===== src/rtl/tiny_riscv_mem_arbiter_pkg.sv =====
`default_nettype none
// ============================================================================
// Module  : tiny_riscv_mem_arbiter_pkg
// Brief   : Shared constants, pending-read record and range helper for the
//           unified-memory arbiter.
// Revision: 1.0 - initial release
// ============================================================================
package tiny_riscv_mem_arbiter_pkg;

  localparam int unsigned MEM_WORDS_DEFAULT = 1536;

  localparam logic       GRANT_M0   = 1'b0;
  localparam logic       GRANT_M1   = 1'b1;
  localparam logic [3:0] WMASK_READ = 4'b0000;

  // One outstanding response: who gets it and whether it is an error.
  typedef struct packed {
    logic valid;
    logic owner;
    logic err;
  } pend_t;

  function automatic logic addr_in_range(input logic [29:0] word_idx,
                                         input int unsigned words);
    return {2'b00, word_idx} < words;
  endfunction

endpackage
`default_nettype wire


===== src/rtl/tiny_riscv_mem_arbiter_rr_arb2.sv =====
`default_nettype none
// ============================================================================
// Module  : rr_arb2
// Brief   : Two-way round-robin / fixed-priority picker with a last-grant flop.
// Revision: 1.0 - initial release
// ============================================================================
module rr_arb2
  import tiny_riscv_mem_arbiter_pkg::*;
(
  input  logic       i_Clk,
  input  logic       i_Reset,
  input  logic [1:0] i_req,
  input  logic       i_accept,
  input  logic       i_prio_mode,
  output logic       o_grant,
  output logic       o_grant_valid
);

  logic r_last;

  always_comb begin
    o_grant       = GRANT_M0;
    o_grant_valid = |i_req;
    case (i_req)
      2'b01:   o_grant = GRANT_M0;
      2'b10:   o_grant = GRANT_M1;
      // Conflict: fixed priority favours M1, otherwise hand over from last owner.
      2'b11:   o_grant = i_prio_mode ? GRANT_M1
                                     : ((r_last == GRANT_M0) ? GRANT_M1 : GRANT_M0);
      default: o_grant = GRANT_M0;
    endcase
  end

  always_ff @(posedge i_Clk) begin
    if (i_Reset) begin
      r_last <= GRANT_M1;
    end else if (i_accept) begin
      r_last <= o_grant;
    end
  end

endmodule
`default_nettype wire


===== src/rtl/tiny_riscv_mem_arbiter.sv =====
`default_nettype none
// ============================================================================
// Module  : tiny_riscv_mem_arbiter
// Brief   : Shares single-port CPU memory between fetch (M0) and load/store
//           (M1) with range checking and one-cycle read return.
// Revision: 1.0 - initial release
// ============================================================================
module tiny_riscv_mem_arbiter
  import tiny_riscv_mem_arbiter_pkg::*;
#(
  parameter int unsigned MEM_WORDS   = MEM_WORDS_DEFAULT,
  parameter bit          M1_PRIORITY = 1'b0
) (
  input  logic        i_Clk,
  input  logic        i_Reset,
  input  logic        i_m0_req,
  input  logic [31:0] i_m0_addr,
  output logic        o_m0_ready,
  output logic        o_m0_rvalid,
  output logic [31:0] o_m0_rdata,
  output logic        o_m0_err,
  input  logic        i_m1_req,
  input  logic [31:0] i_m1_addr,
  input  logic [3:0]  i_m1_wmask,
  input  logic [31:0] i_m1_wdata,
  output logic        o_m1_ready,
  output logic        o_m1_rvalid,
  output logic [31:0] o_m1_rdata,
  output logic        o_m1_err,
  output logic [31:0] o_mem_addr,
  output logic        o_mem_read_strobe,
  output logic [31:0] o_mem_write_data,
  output logic [3:0]  o_mem_write_mask,
  input  logic [31:0] i_mem_data
);

  logic        w_grant;
  logic        w_grant_valid;
  logic        w_accept;
  logic [31:0] w_sel_addr;
  logic [3:0]  w_sel_wmask;
  logic        w_in_range;
  logic        w_is_read;
  logic        w_pend_live;
  pend_t       r_pend;

  rr_arb2 u_arb (
    .i_Clk         (i_Clk),
    .i_Reset       (i_Reset),
    .i_req         ({i_m1_req, i_m0_req}),
    .i_accept      (w_accept),
    .i_prio_mode   (M1_PRIORITY),
    .o_grant       (w_grant),
    .o_grant_valid (w_grant_valid)
  );

  assign w_accept   = w_grant_valid & ~i_Reset;
  assign o_m0_ready = w_accept & (w_grant == GRANT_M0);
  assign o_m1_ready = w_accept & (w_grant == GRANT_M1);

  always_comb begin
    w_sel_addr        = (w_grant == GRANT_M1) ? i_m1_addr  : i_m0_addr;
    w_sel_wmask       = (w_grant == GRANT_M1) ? i_m1_wmask : WMASK_READ;
    w_in_range        = addr_in_range(w_sel_addr[31:2], MEM_WORDS);
    w_is_read         = (w_sel_wmask == WMASK_READ);
    o_mem_addr        = 32'h0;
    o_mem_write_data  = 32'h0;
    o_mem_read_strobe = 1'b0;
    o_mem_write_mask  = WMASK_READ;
    if (w_accept) begin
      o_mem_addr       = w_sel_addr;
      o_mem_write_data = (w_grant == GRANT_M1) ? i_m1_wdata : 32'h0;
      // Out-of-range accesses are accepted but never reach the memory.
      if (w_in_range) begin
        o_mem_read_strobe = w_is_read;
        o_mem_write_mask  = w_sel_wmask;
      end
    end
  end

  always_ff @(posedge i_Clk) begin
    if (i_Reset) begin
      r_pend <= '0;
    end else begin
      r_pend.valid <= w_accept & (w_is_read | ~w_in_range);
      r_pend.owner <= w_grant;
      r_pend.err   <= ~w_in_range;
    end
  end

  // Responses are suppressed while reset is held so a read in flight is dropped.
  assign w_pend_live = r_pend.valid & ~i_Reset;

  assign o_m0_rvalid = w_pend_live & ~r_pend.err & (r_pend.owner == GRANT_M0);
  assign o_m1_rvalid = w_pend_live & ~r_pend.err & (r_pend.owner == GRANT_M1);
  assign o_m0_err    = w_pend_live &  r_pend.err & (r_pend.owner == GRANT_M0);
  assign o_m1_err    = w_pend_live &  r_pend.err & (r_pend.owner == GRANT_M1);

  assign o_m0_rdata = i_mem_data;
  assign o_m1_rdata = i_mem_data;

endmodule
`default_nettype wire


===== config.mk =====
export PLATFORM = sky130hd
export DESIGN_NAME = tiny_riscv_mem_arbiter
export DESIGN_NICKNAME = d
export VERILOG_FILES = /design/src/rtl/tiny_riscv_mem_arbiter_pkg.sv /design/src/rtl/tiny_riscv_mem_arbiter_rr_arb2.sv /design/src/rtl/tiny_riscv_mem_arbiter.sv
export SDC_FILE = /design/constraint.sdc
export NUM_CORES = 1
export LEC_CHECK = 0
export ABC_CLOCK_PERIOD_IN_PS = 5900
export CAP_MARGIN = 20
export CORE_AREA = 4 4 104 106
export CTS_CLUSTER_DIAMETER = 150
export DETAILED_ROUTE_END_ITERATION = 8
export DIE_AREA = 0 0 108 110
export GPL_ROUTABILITY_DRIVEN = 0
export PLACE_DENSITY_LB_ADDON = 0.08
export SLEW_MARGIN = 20
export SYNTH_ARGS = -nofsm -noshare
export SYNTH_HDL_FRONTEND = slang
export SYNTH_HIERARCHICAL = 1
export SYNTH_SLANG_ARGS = --single-unit

===== constraint.sdc =====
create_clock -name i_Clk -period 5.9 [get_ports i_Clk]
set_clock_uncertainty 0.05 [all_clocks]
set_input_delay 1.18 -clock i_Clk [delete_from_list [all_inputs] [get_ports i_Clk]]
set_output_delay 1.18 -clock i_Clk [all_outputs]
set_load 0.02 [all_outputs]

==> Yosys cells after proc, flatten, opt, wreduce, memory -nomap -nowiden <==
Cells that the tools add are included.
{ "totals": {"inputBits": 136, "out_inout_bits": 139, "latchBits": 0, "reg_bits": 4, "ram_bits": 0, "memories": 0, "mem_bits_ro": 0} }
{ "classes": {"bitwise": 17, "addsub": 0, "n_shift": 0, "eq_ne": 2, "n_lt_le_gt_ge": 1, "mul": 0, "muxes": 11, "div_mod_pow": 0, "n_reduce_logical": 2} }
{ "op_table": {"columns": ["cell", "count"], "rows": [
  ["$mux W32", 4],
  ["$lt A30 B11 Y1 const B", 1],
  ["$mux W4", 3],
  ["$and A1 B1 Y1", 11],
  ["$not A1 Y1", 5],
  ["$eq A2 B2 Y1 const B", 2],
  ["$logic_not A4 Y1", 1],
  ["$mux W1", 3],
  ["$pmux W1 S2", 1],
  ["$reduce_or A2 Y1", 1],
  ["$or A1 B1 Y1", 1]
]} }

==> Depth between registers and ports, before layout <==
Gate-level depths: netlist of run 1.
{ "depth": {"word_depth": 7, "depth_mapped": 7, "ltp_nobuf": 6} }

==> Hierarchy <==
Netlist of run 1, hierarchy kept.
{ "by_module_without_submodules": {"columns": ["mod", "seq_area_each_um2", "area_per_inst_um2", "cells_each", "n_inst"], "rows": [
  ["tiny_riscv_mem_arbiter", 60.1, 1501.4, 218, 1],
  ["rr_arb2", 20.0, 57.6, 6, 1]
]} }

==> Worst setup path before layout of run 1 <==
No wires, ideal clock.
{ "synth_timing": {"kind": "input -> output", "startpoint": "input i_m0_req", "endpoint": "output o_mem_read_strobe", "setup_slack_ns": 1.948, "arrival_time_ns": 2.722, "n_path_buf": 1, "path_stages": 7, "cell_sequence": "nand3b_1 -> and2_2 -> buf_6 -> nor4_2 -> nand2_1 -> a222oi_1 -> and3_1"} }
{ "synth_between": {"elab_chain_cells": 6, "word_cells_on_any_way": 11, "cone_classes": "order compare: 1; eq/ne: 2; mux: 5; bitwise: 1; reduce/logical: 2"} }
{ "synth_rtl": {"columns": ["element", "line_no", "text"], "rows": [
  ["from (decl)", "tiny_riscv_mem_arbiter.sv:16", "input logic i_m0_req,"],
  ["$eq A2 B2 Y1", "tiny_riscv_mem_arbiter_rr_arb2.sv:24", "case (i_req)"],
  ["$pmux W1 S2 *", "tiny_riscv_mem_arbiter_rr_arb2.sv:24", null],
  ["named net w_grant", "tiny_riscv_mem_arbiter.sv:37", "logic w_grant;"],
  ["$mux W32 or $mux W4 (tied branches)", "tiny_riscv_mem_arbiter.sv:62, tiny_riscv_mem_arbiter.sv:63", null],
  ["$lt A30 B11 Y1 or $logic_not A4 Y1 (tied branches)", "tiny_riscv_mem_arbiter_pkg.sv:25, tiny_riscv_mem_arbiter.sv:65", null],
  ["$mux W1 *", "tiny_riscv_mem_arbiter.sv:74", "if (w_in_range) begin"],
  ["$mux W1 *", "tiny_riscv_mem_arbiter.sv:70", "if (w_accept) begin"],
  ["to (decl)", "tiny_riscv_mem_arbiter.sv:31", "output logic o_mem_read_strobe,"]
]} }
The timed path passes the listed nets; every way through them passes the cells marked *.

==> Final worst setup path of run 1 <==
{ "layout_timing": {"startpoint": "input i_m0_req", "endpoint": "output o_mem_write_mask[1]"} }
{ "layout_between": {"elab_chain_cells": 6, "word_cells_on_any_way": 10, "cone_classes": "order compare: 1; eq/ne: 2; mux: 5; bitwise: 1; reduce/logical: 1"} }
{ "layout_rtl": {"columns": ["element", "line_no", "text"], "rows": [
  ["$eq A2 B2 Y1", "tiny_riscv_mem_arbiter_rr_arb2.sv:24", null],
  ["$pmux W1 S2 *", "tiny_riscv_mem_arbiter_rr_arb2.sv:24", null],
  ["named net w_grant", "tiny_riscv_mem_arbiter.sv:37", null],
  ["$mux W32", "tiny_riscv_mem_arbiter.sv:62", "w_sel_addr = (w_grant == GRANT_M1) ? i_m1_addr : i_m0_addr;"],
  ["$lt A30 B11 Y1", "tiny_riscv_mem_arbiter_pkg.sv:25", "return {2'b00, word_idx} < words;"],
  ["$mux W4 *", "tiny_riscv_mem_arbiter.sv:74", null],
  ["$mux W4 *", "tiny_riscv_mem_arbiter.sv:70", null],
  ["to (decl)", "tiny_riscv_mem_arbiter.sv:33", "output logic [3:0] o_mem_write_mask,"]
]} }
Marked as above.

==> qor.yml, run 1 <==
critical_path:
  worst_path_max_delay_cell: "clkdlybuf4s50_1"
  crit_buf_inv: 4
  crit_family: "buffers and inverters"
  ff2ff_setup_slack_ns: 3.74
  worstRegToRegCells: 8
  crit_fanout: 17
  crit_chain: "clkdlybuf4s50_1, nand3b_1, and2_2, buf_4, nor4b_1, nand2_1, a222oi_1, buf_4, and3_1, clkdlybuf4s50_1"
  worstPathArrival_ns: 4.03
  r2r-end: "r_pend[0]"
  slowest_delay_ns: 0.60
  required_ns: 4.67
  reg2reg_from: "u_arb/r_last"
  end_kind: "primary output"
  start_kind: "input pin"
  path_class: "in -> out"
global_route:
  grt_pass1_wl_um: 10180
  gr-total-overflow: 0
  antenna_found_initial: 1
  grt_pass1_vias: 1904
  grt.total_usage_pct: 10.77
  grt_max_degree: 50
synthesis:
  ys_ff_latch: 4
  yosysWarningCount: 6
  synth.distinct_cells: 28
  syn_inst: 224
  synth_area_per_cell_um2: 6.960
  ys_seq_area_share_pct: 5.136
  synth_edf_count: 0
  synthFlopType: "dfxtp_1"
  syn_nets: 360
  async_flop_share_pct: 0
  syn_area_um2: 1559
floorplanning:
  die_area_um2: 11880
  core_um2: 9774
  start_util_pct: 15.95
  num_rows: 36
  fp.dieW_um: 108
  io_pins: 275
  die_y_um: 110
power:
  p_int_w: 0.0001957
  pwr-share-seq_pct: 10.1
  peakVddDrop_v: 0.00004451
  power_w: 0.0003005
  comb_power_share_pct: 70.8
  leakagePower_nw: 1.238
  clockPowerShare_pct: 19.1
  p_switching_w: 0.0001048
  power_density_nw_per_um2: 99.04
  sw_frac_of_total_pct: 34.88
sta:
  worstMarginPinSlew_ns: 0.5312
  rsz0062_at_grt: "no"
  final-hold-violation-count: 0
  hold-worst-slack_ns: 0.5276
  fin_crit_ns: 5.262
  slew_viol_final: 0
  setup_viol: 0
  slew_headroom_pct: 64.13
  finalSetupTns_ns: 0
  clock.fmax_mhz: 190.1
  finalCritPeriodShare_pct: 89.18
routing:
  drc: 0
  vias_per_cell: 4.168
  antenna_left: 0
  via_count: 1930
  dr.pass1.iters: 6
  avgRoutedWirePerCell_um: 15.94
  drt_iter0_drc: 56
  totalWireLength_um: 7378
clocking:
  cts_buffers: 3
  htree_levels: 1
  cts_max_path_buffers: 2
  cts-resized-gates: 0
  cts_hold_buf: 0
  cts.clk_slew.worst_paths_ns: 0.03
  root_buffer: "clkbuf_8"
  worstSkewPairLatency_ns: 0.22
  cts_setup_buffers: 0
  clkSinkCount: 4
  cts_tree: "done"
final_layout:
  antenna_cells: 0
  drive_gt1_share_pct: 3.636
  syn2layout_area_growth_pct: 94.62
  design_area_um2: 3034
  n_fill_cell: 1104
  multi_input_area_um2: 930.9
  fin_nets: 468
  fin_util_pct: 31.04
  register_area_um2: 80.08
flow_run:
  maxCapViolCount: 0
worst_hold_path:
  hold-path-endpoint: "u_arb/r_last"
  hp-class: "reg -> reg"
  holdPathStages: 2
  min_from: "u_arb/r_last"
run_status:
  outcome: "finished, final reports clean"
place:
  dpl-instance-area_um2: 2993
  port_buffers: 178
  hpwl_um: 6296
## power groups by stage
stage	clock, W	combinational (W)	sequential, W
final	0.0000573	0.000213	0.0000303
after global routing	0.0000608	0.000227	0.0000305
after CTS	0.0000603	0.000217	0.0000303
after detailed placement	0	0.000216	0.0000306
after global placement	0	0.000217	0.0000305
after floorplan	0	0.000148	0.0000303
## metrics by stage
stage | std cells | worst slack (ns)
2_1_floorplan | 224 | 1.948
3_3_place_gp | 460 | 0.6825
3_5_place_dp | 460 | 0.6389
4_1_cts | 463 | 0.6230
5_1_grt | 463 | 0.3953
6_report | 463 | 0.6385
## cell type report
cell class	instances	share of cell area (%)
repair buffers	182	59.71
multi-input cells	140	30.68
well taps	133	5.485
flip-flops and latches	4	2.639
clock buffers	3	1.361
inverters	1	0.1237
## cell families after synthesis
| logic type | Yosys count | synth area share [%] |
|---|---|---|
| AO/OA/AOI/OAI | 7 | 3.291 |
| buffers and inverters | 80 | 35.31 |
| flip-flops | 4 | 5.137 |
| multiplexers | 32 | 20.55 |
| other | 1 | 0.2405 |
| AND/OR/NAND/NOR | 100 | 35.47 |
## worst reg2reg max path: stages (launching register included)
cell	delay [ns]
dfxtp_1	0.30
nand3b_1	0.09
and2_2	0.31
buf_4	0.33
nor4b_1	0.29
nand2_1	0.13
a222oi_1	0.30
buf_4	0.20
nor2_1	0.04
## worst max-delay path by stage
stage | startpoint | depth (start not counted) | slack (ns) | to
global placement | i_m0_req | 10 | 0.68 | o_mem_write_mask[0]
global route | i_m0_req | 10 | 0.40 | o_mem_write_mask[0]
CTS | i_m0_req | 10 | 0.62 | o_mem_write_mask[1]
detailed placement | i_m0_req | 10 | 0.64 | o_mem_write_mask[1]
floorplan | i_m0_req | 7 | 1.95 | o_mem_read_strobe
finish | i_m0_req | 10 | 0.64 | o_mem_write_mask[1]
## cells in the mapped netlist (2+ instances only)
library cell | number | area (um^2)
nor2b_1 | 2 | 12.51
nor4_1 | 7 | 43.79
mux2i_1 | 32 | 320.3
nand3b_1 | 2 | 15.01
nand2_1 | 5 | 18.77
and3_1 | 37 | 231.5
a21oi_1 | 3 | 15.01
dfxtp_1 | 4 | 80.08
nor4bb_1 | 2 | 20.02
clkbuf_1 | 12 | 45.04
nor2_1 | 35 | 131.4
nor4b_1 | 3 | 26.28
buf_2 | 2 | 10.01
buf_4 | 64 | 480.5
## registers in the layout, indices dropped and copies added (netlist names)
register and count:
u_arb/r_last 1, r_pend 3
## metal layers
layer / track usage (%) / up-vias / wire, um
met4: 3.607 / 2 / 148
met3: 4.718 / 22 / 966
met1: 11.65 / 870 / 2650
met2: 18.87 / 110 / 3599
met5: 0 / - / 13
li1: - / 926 / -
## placed cells by master (no fill, tap or decap)
cell / Yosys / routed
clkdlybuf4s50_1: 0 / 178
and3_1: 37 / 37
nor2_1: 35 / 35
mux2i_1: 32 / 32
nor4_1: 7 / 7
nand2_1: 5 / 5
buf_4: 64 / 4
dfxtp_1: 4 / 4
nor4b_1: 3 / 3
a21oi_1: 3 / 3
clkbuf_8: 0 / 3
nand3b_1: 2 / 2
nor4bb_1: 2 / 2
nor2b_1: 2 / 2
nand2b_2: 0 / 1
inv_2: 1 / 1
nor4_2: 1 / 1
nand3_1: 1 / 1
a222oi_1: 1 / 1
and2_1: 1 / 1
and4b_1: 1 / 1
o41ai_1: 1 / 1
a22oi_1: 1 / 1
conb_1: 1 / 1
and2_2: 1 / 1
or2_2: 1 / 1
a311o_1: 1 / 1
Note: power is estimated with default switching activity, not from simulation.
==> run 2, diff against run 1 <==
CORE_AREA = 2 2 108 110   (was 4 4 104 106)
DIE_AREA = 0 0 110 112   (was 0 0 108 110)
==> run 2 against run 1 <==
Effect of this change:
- first-iteration DRC count increased by 36%
- maximum frequency increased by 5.4%
- utilization decreased by 3.5 points
- sequential power about the same
- clock power increased by 83%
- via count decreased by 3.5%
- worst hold slack improved by 0.0061 ns
- final area increased by 1.5%
- sequential cell count unchanged
- critical path depth decreased by 1
- setup slack improved by 0.27 ns
==> qor.yml, run 2 (synthesis gave the netlist of run 1 again) <==
run_status:
  outcome: "finished, final reports clean"
floorplanning:
  core_um2: 11170  # +14%
  fp.dieW_um: 110  # +1.9%
  io_pins: 275  # unchanged
  die_area_um2: 12320  # +3.7%
  die_y_um: 112  # +1.8%
  start_util_pct: 13.95  # -2.0 points
  num_rows: 39  # +8.3%
place:
  hpwl_um: 5955  # -5.4%
  port_buffers: 178  # unchanged
  dp_cells: 470  # +2.2%
clocking:
  cts_max_path_buffers: 2  # unchanged
  clkSinkCount: 4  # unchanged
  cts_buffers: 3  # unchanged
  cts_setup_buffers: 0  # unchanged
  worstSkewPairLatency_ns: 0.22  # about the same
  root_buffer: "clkbuf_16"
  cts.clk_slew.worst_paths_ns: 0.03  # about the same
  cts_tree: "done"
  htree_levels: 1  # unchanged
  cts-resized-gates: 0  # unchanged
  cts_hold_buf: 0  # unchanged
critical_path:
  path_class: "in -> out"
  crit_fanout: 12  # -5
  cp-startpoint: "i_m0_req"
  end_kind: "primary output"
  worstPathArrival_ns: 3.76  # -0.27 ns
  reg2reg_from: "u_arb/r_last"
  required_ns: 4.67  # about the same
  start_kind: "input pin"
power:
  power_density_nw_per_um2: 113.2  # +14%
  clockPowerShare_pct: 30.2  # +11 points
  comb_power_share_pct: 61.1  # -9.7 points
  peakVddDrop_v: 0.00007497  # +68%
  pwr-share-seq_pct: 8.7  # -1.4 points
  p_int_w: 0.0002387  # +22%
  leakagePower_nw: 1.254  # +1.2%
  sw_frac_of_total_pct: 31.54  # -3.3 points
  p_switching_w: 0.0001100  # +4.9%
global_route:
  grt_pass1_wl_um: 10130  # -0.47%
  antenna_found_initial: 1  # unchanged
  grt_pass1_vias: 1948  # +2.3%
  grt.total_usage_pct: 10.54  # -0.23 points
  grt_max_degree: 53  # +6.0%
  gr-total-overflow: 0  # unchanged
final_layout:
  drive_gt1_share_pct: 3.636  # unchanged
  final_common_cell: "clkdlybuf4s50_1"
  largest_registers: "r_pend x3, u_arb/r_last x1"
  n_fill_cell: 1243  # +13%
  fin_cells: 473  # +2.2%
  syn2layout_area_growth_pct: 97.59
  largest_register_ff_count: 3  # unchanged
  layout_common_cells: "178 x clkdlybuf4s50_1, 37 x and3_1, 35 x nor2_1, 32 x mux2i_1, 7 x nor4_1"
  register_area_um2: 80.08  # unchanged
  antenna_cells: 0  # unchanged
  top_register: "r_pend"
  fin_nets: 468  # unchanged
  multi_input_area_um2: 930.9  # unchanged
sta:
  worstMarginPinSlew_ns: 0.5554  # +0.02418 ns
  rsz0062_at_grt: "no"
  fin_crit_ns: 4.992  # -0.2700 ns
  slew_headroom_pct: 62.98  # -1.1 points
  final-hold-violation-count: 0  # unchanged
  slew_viol_final: 0  # unchanged
  finalSetupTns_ns: 0  # unchanged
  finalCritPeriodShare_pct: 84.60  # -4.6 points
  clock.fmax_mhz: 200.3  # +5.4%
  setup_viol: 0  # unchanged
routing:
  via_count: 1862  # -3.5%
  avgRoutedWirePerCell_um: 14.94  # -6.2%
  totalWireLength_um: 7068  # -4.2%
  vias_per_cell: 3.937  # -5.6%
  antenna_left: 0  # unchanged
  drt_iter0_drc: 76  # +36%
  dr.pass1.iters: 4  # -2
  drc: 0  # unchanged
flow_run:
  maxCapViolCount: 0  # unchanged
worst_hold_path:
  min_from: "u_arb/r_last"
  hp-class: "reg -> reg"
run 2: cell count changes in the layout (fill, tap and decap cells not counted):
| cell | before | now |
|---|---|---|
| clkbuf_16 | 0 | 3 |
| clkbuf_8 | 3 | 0 |
run 2: through the flow:
stage               total power, W  util (%)  hold slack, ns  worst slack [ns]  instance area [um^2]
floorplan                0.0001786         -          0.4960             1.948                  1559
global placement         0.0002480     26.90          0.5200            0.9458                  3005
finish                   0.0003487     27.57          0.5337            0.9085                  3080
detailed placement       0.0002472     26.90          0.5253            0.8997                  3005
global route             0.0003705     27.57          0.5718            0.7104                  3080
CTS                      0.0003546     27.57          0.5358            0.8854                  3080
run 2: layout make-up:
cell class                      instances  area share, %
Sequential cell                         4          2.600
Inverter                                1         0.1219
Clock buffer                            3          2.437
Tap cell                              143          5.808
Multi-Input combinational cell        140          30.22
Timing Repair Buffer                  182          58.81
run 2: power groups by stage:
stage	combinational, W	sequential (W)	clock (W)
2_1_floorplan	0.000148	0.0000303	0
5_1_grt	0.000228	0.0000306	0.000112
3_3_place_gp	0.000217	0.0000306	0
4_1_cts	0.000217	0.0000303	0.000107
6_report	0.000213	0.0000304	0.000105
3_5_place_dp	0.000217	0.0000307	0
run 2: routing by layer:
layer | track usage [%] | part of all wire, % | up-vias
met4 | 2.363 | 1.7 | 2
met5 | 0 | 0.17 | -
met2 | 19.26 | 51 | 99
met3 | 3.513 | 10 | 21
met1 | 11.55 | 37 | 817
li1 | - | - | 923
run 2: path summary, 6_finish.rpt:
check / endpoint / slack, ns / depth (start not counted)
setup / recovery: o_mem_write_mask[1] / 0.91 / 9
hold / removal: u_arb/r_last / 0.53 / 2
setup reg to reg: r_pend[0] / 4.01 / 7
hold reg to reg: u_arb/r_last / 0.53 / 2
run 2: worst max-delay path: stages:
cell             delay, ns
clkdlybuf4s50_1       0.47
nand3b_1              0.09
and2_2                0.31
nor4_1                0.30
nand2_1               0.12
a222oi_1              0.33
buf_4                 0.20
and3_1                0.15
clkdlybuf4s50_1       0.59
==> run 3, diff against run 2 <==
ABC_CLOCK_PERIOD_IN_PS = 5100   (was 5900)
CORE_AREA = 2 2 106 108   (was 2 2 108 110)
DIE_AREA = 0 0 108 110   (was 0 0 110 112)
clock period = 5.1 ns   (was 5.9 ns; I/O delays follow)
==> run 3 against run 2 <==
Effect of this change:
- cell count fell by 0.63%
- final area fell by 1.2%
- first-iteration DRC count rose by 3.9%
- sequential power rose by 15%
- routed wire length rose by 3.6%
- largest cell class unchanged
- via count rose by 1.7%
- power fell by 0.17%
==> qor.yml, run 3 (synthesis gave the netlist of run 1 again) <==
critical_path:
  start_kind: "input pin"
  required_ns: 4.03  # -0.64 ns
  reg2reg_from: "u_arb/r_last"
  crit_fanout: 14  # +2
  path_class: "in -> out"
  crit_family: "buffers and inverters"
  crit_buf_inv: 3  # unchanged
  r2r-end: "r_pend[0]"
  worstRegToRegCells: 7  # unchanged
  slowest_delay_ns: 0.60  # about the same
  worst_path_max_delay_cell: "clkdlybuf4s50_1"
  worstPathArrival_ns: 3.70  # -0.06 ns
  crit_chain: "clkdlybuf4s50_1, nand3b_1, and2_2, nor4_1, nand2_1, a222oi_1, buf_4, and3_1, clkdlybuf4s50_1"
  end_kind: "primary output"
  crit_top_cell: "clkdlybuf4s50_1"
  ff2ff_setup_slack_ns: 3.11  # -0.90 ns
worst_hold_path:
  hold-path-endpoint: "u_arb/r_last"
  holdPathStages: 2  # unchanged
  hp-class: "reg -> reg"
  min_from: "u_arb/r_last"
power:
  sw_frac_of_total_pct: 35.00  # +3.5 points
  leakagePower_nw: 1.238  # -1.2%
  clockPowerShare_pct: 18.9  # -11 points
  comb_power_share_pct: 71.0  # +9.9 points
  p_switching_w: 0.0001218  # +11%
  pwr-share-seq_pct: 10.0  # +1.3 points
  power_density_nw_per_um2: 114.4  # +1.1%
  peakVddDrop_v: 0.00009490  # +27%
  p_int_w: 0.0002263  # -5.2%
routing:
  drt_iter0_drc: 79  # +3.9%
  avgRoutedWirePerCell_um: 15.59  # +4.3%
  vias_per_cell: 4.028  # +2.3%
  antenna_left: 0  # unchanged
  via_count: 1893  # +1.7%
  totalWireLength_um: 7325  # +3.6%
  drc: 0  # unchanged
  dr.pass1.iters: 4  # unchanged
sta:
  worstMarginPinSlew_ns: 0.5168  # -0.03856 ns
  finalSetupTns_ns: 0  # unchanged
  slew_viol_final: 0  # unchanged
  clock.fmax_mhz: 209.5
  rsz0062_at_grt: "no"
  slew_headroom_pct: 65.10  # +2.1 points
  setup_viol: 0  # unchanged
  hold-worst-slack_ns: 0.5387  # +0.005032 ns
  fin_crit_ns: 4.774
  layout_setup_ws_ns: 0.3265  # -0.5820 ns
  finalCritPeriodShare_pct: 93.60
  final-hold-violation-count: 0  # unchanged
clocking:
  cts_max_path_buffers: 2  # unchanged
  root_buffer: "clkbuf_8"
  cts.clk_slew.worst_paths_ns: 0.03  # about the same
  cts-resized-gates: 0  # unchanged
  htree_levels: 1  # unchanged
  cts_buffers: 3  # unchanged
  worstSkewPairLatency_ns: 0.22  # about the same
  clkSinkCount: 4  # unchanged
  cts_setup_buffers: 0  # unchanged
  cts_hold_buf: 0  # unchanged
  cts_tree: "done"
global_route:
  antenna_found_initial: 1  # unchanged
  gr-total-overflow: 0  # unchanged
  grt_pass1_vias: 1891  # -2.9%
  grt_pass1_wl_um: 10120  # about the same
  grt.total_usage_pct: 10.89  # +0.35 points
  grt_max_degree: 45  # -15%
floorplanning:
  io_pins: 275  # unchanged
  die_y_um: 110  # -1.8%
  die_area_um2: 11880  # -3.6%
  num_rows: 38  # -2.6%
  core_um2: 10700  # -4.3%
  start_util_pct: 14.57  # +0.62 points
  fp.dieW_um: 108  # -1.8%
place:
  port_buffers: 178  # unchanged
  place_ws_ns: 0.3008  # -0.5989 ns
  dpl-instance-area_um2: 3002  # -0.12%
  hpwl_um: 6230  # +4.6%
final_layout:
  antenna_cells: 0  # unchanged
  top_register: "r_pend"
  drive_gt1_share_pct: 3.636  # unchanged
  largest_register_ff_count: 3  # unchanged
  design_area_um2: 3043  # -1.2%
  layout_common_cells: "178 x clkdlybuf4s50_1, 37 x and3_1, 35 x nor2_1, 32 x mux2i_1, 7 x nor4_1"
  fin_util_pct: 28.44  # +0.88 points
  syn2layout_area_growth_pct: 95.18
  fin_nets: 468  # unchanged
  final_common_cell: "clkdlybuf4s50_1"
  largest_registers: "r_pend x3, u_arb/r_last x1"
run_status:
  outcome: "finished, final reports clean"
flow_run:
  maxCapViolCount: 0  # unchanged
run 3: changes by cell type in the layout (fill, tap and decap cells not counted):
cell,change
clkbuf_16,-3
clkbuf_8,+3
run 3: per-layer routing:
metal	vias up	routed length (um)	track usage, %
met5	-	13	0
met3	34	801	3.704
met2	96	3688	20.44
met4	2	174	2.930
met1	841	2647	11.62
li1	920	-	-
run 3: power groups by stage:
stage                clock, W  combinational (W)  sequential, W
floorplan                   0           0.000172      0.0000350
global placement            0           0.000252      0.0000353
detailed placement          0           0.000251      0.0000353
CTS                 0.0000676           0.000252      0.0000349
global route        0.0000718           0.000265      0.0000355
finish              0.0000659           0.000247      0.0000349
run 3: area by class of cell:
cell class / instances / area, um^2
clock buffer: 3 / 41.29
fill: 1200 / 7655
inverter: 1 / 3.754
multi-input combinational: 140 / 930.9
sequential: 4 / 80.08
tap: 140 / 175.2
timing repair buffer: 182 / 1812
run 3: worst max path at each step:
stage	from	end	slack, ns	cells after the start
3_5_place_dp	i_m0_req	o_mem_write_mask[1]	0.30	9
3_3_place_gp	i_m0_req	o_mem_write_mask[1]	0.43	9
6_report	i_m0_req	o_mem_write_mask[1]	0.33	9
2_1_floorplan	i_m0_req	o_mem_read_strobe	1.47	7
5_1_grt	i_m0_req	o_mem_write_mask[1]	0.10	9
4_1_cts	i_m0_req	o_mem_write_mask[1]	0.29	9
run 3: worst min-delay path, cell delays in order, from the launching register on:
cell and delay, ns:
dfxtp_1 0.30, nand3b_1 0.09, a311o_1 0.17
run 3: through the flow:
stage	total power [W]	cells
2_1_floorplan	0.0002066	224
3_3_place_gp	0.0002874	467
3_5_place_dp	0.0002862	467
4_1_cts	0.0003542	470
5_1_grt	0.0003724	470
6_report	0.0003481	470
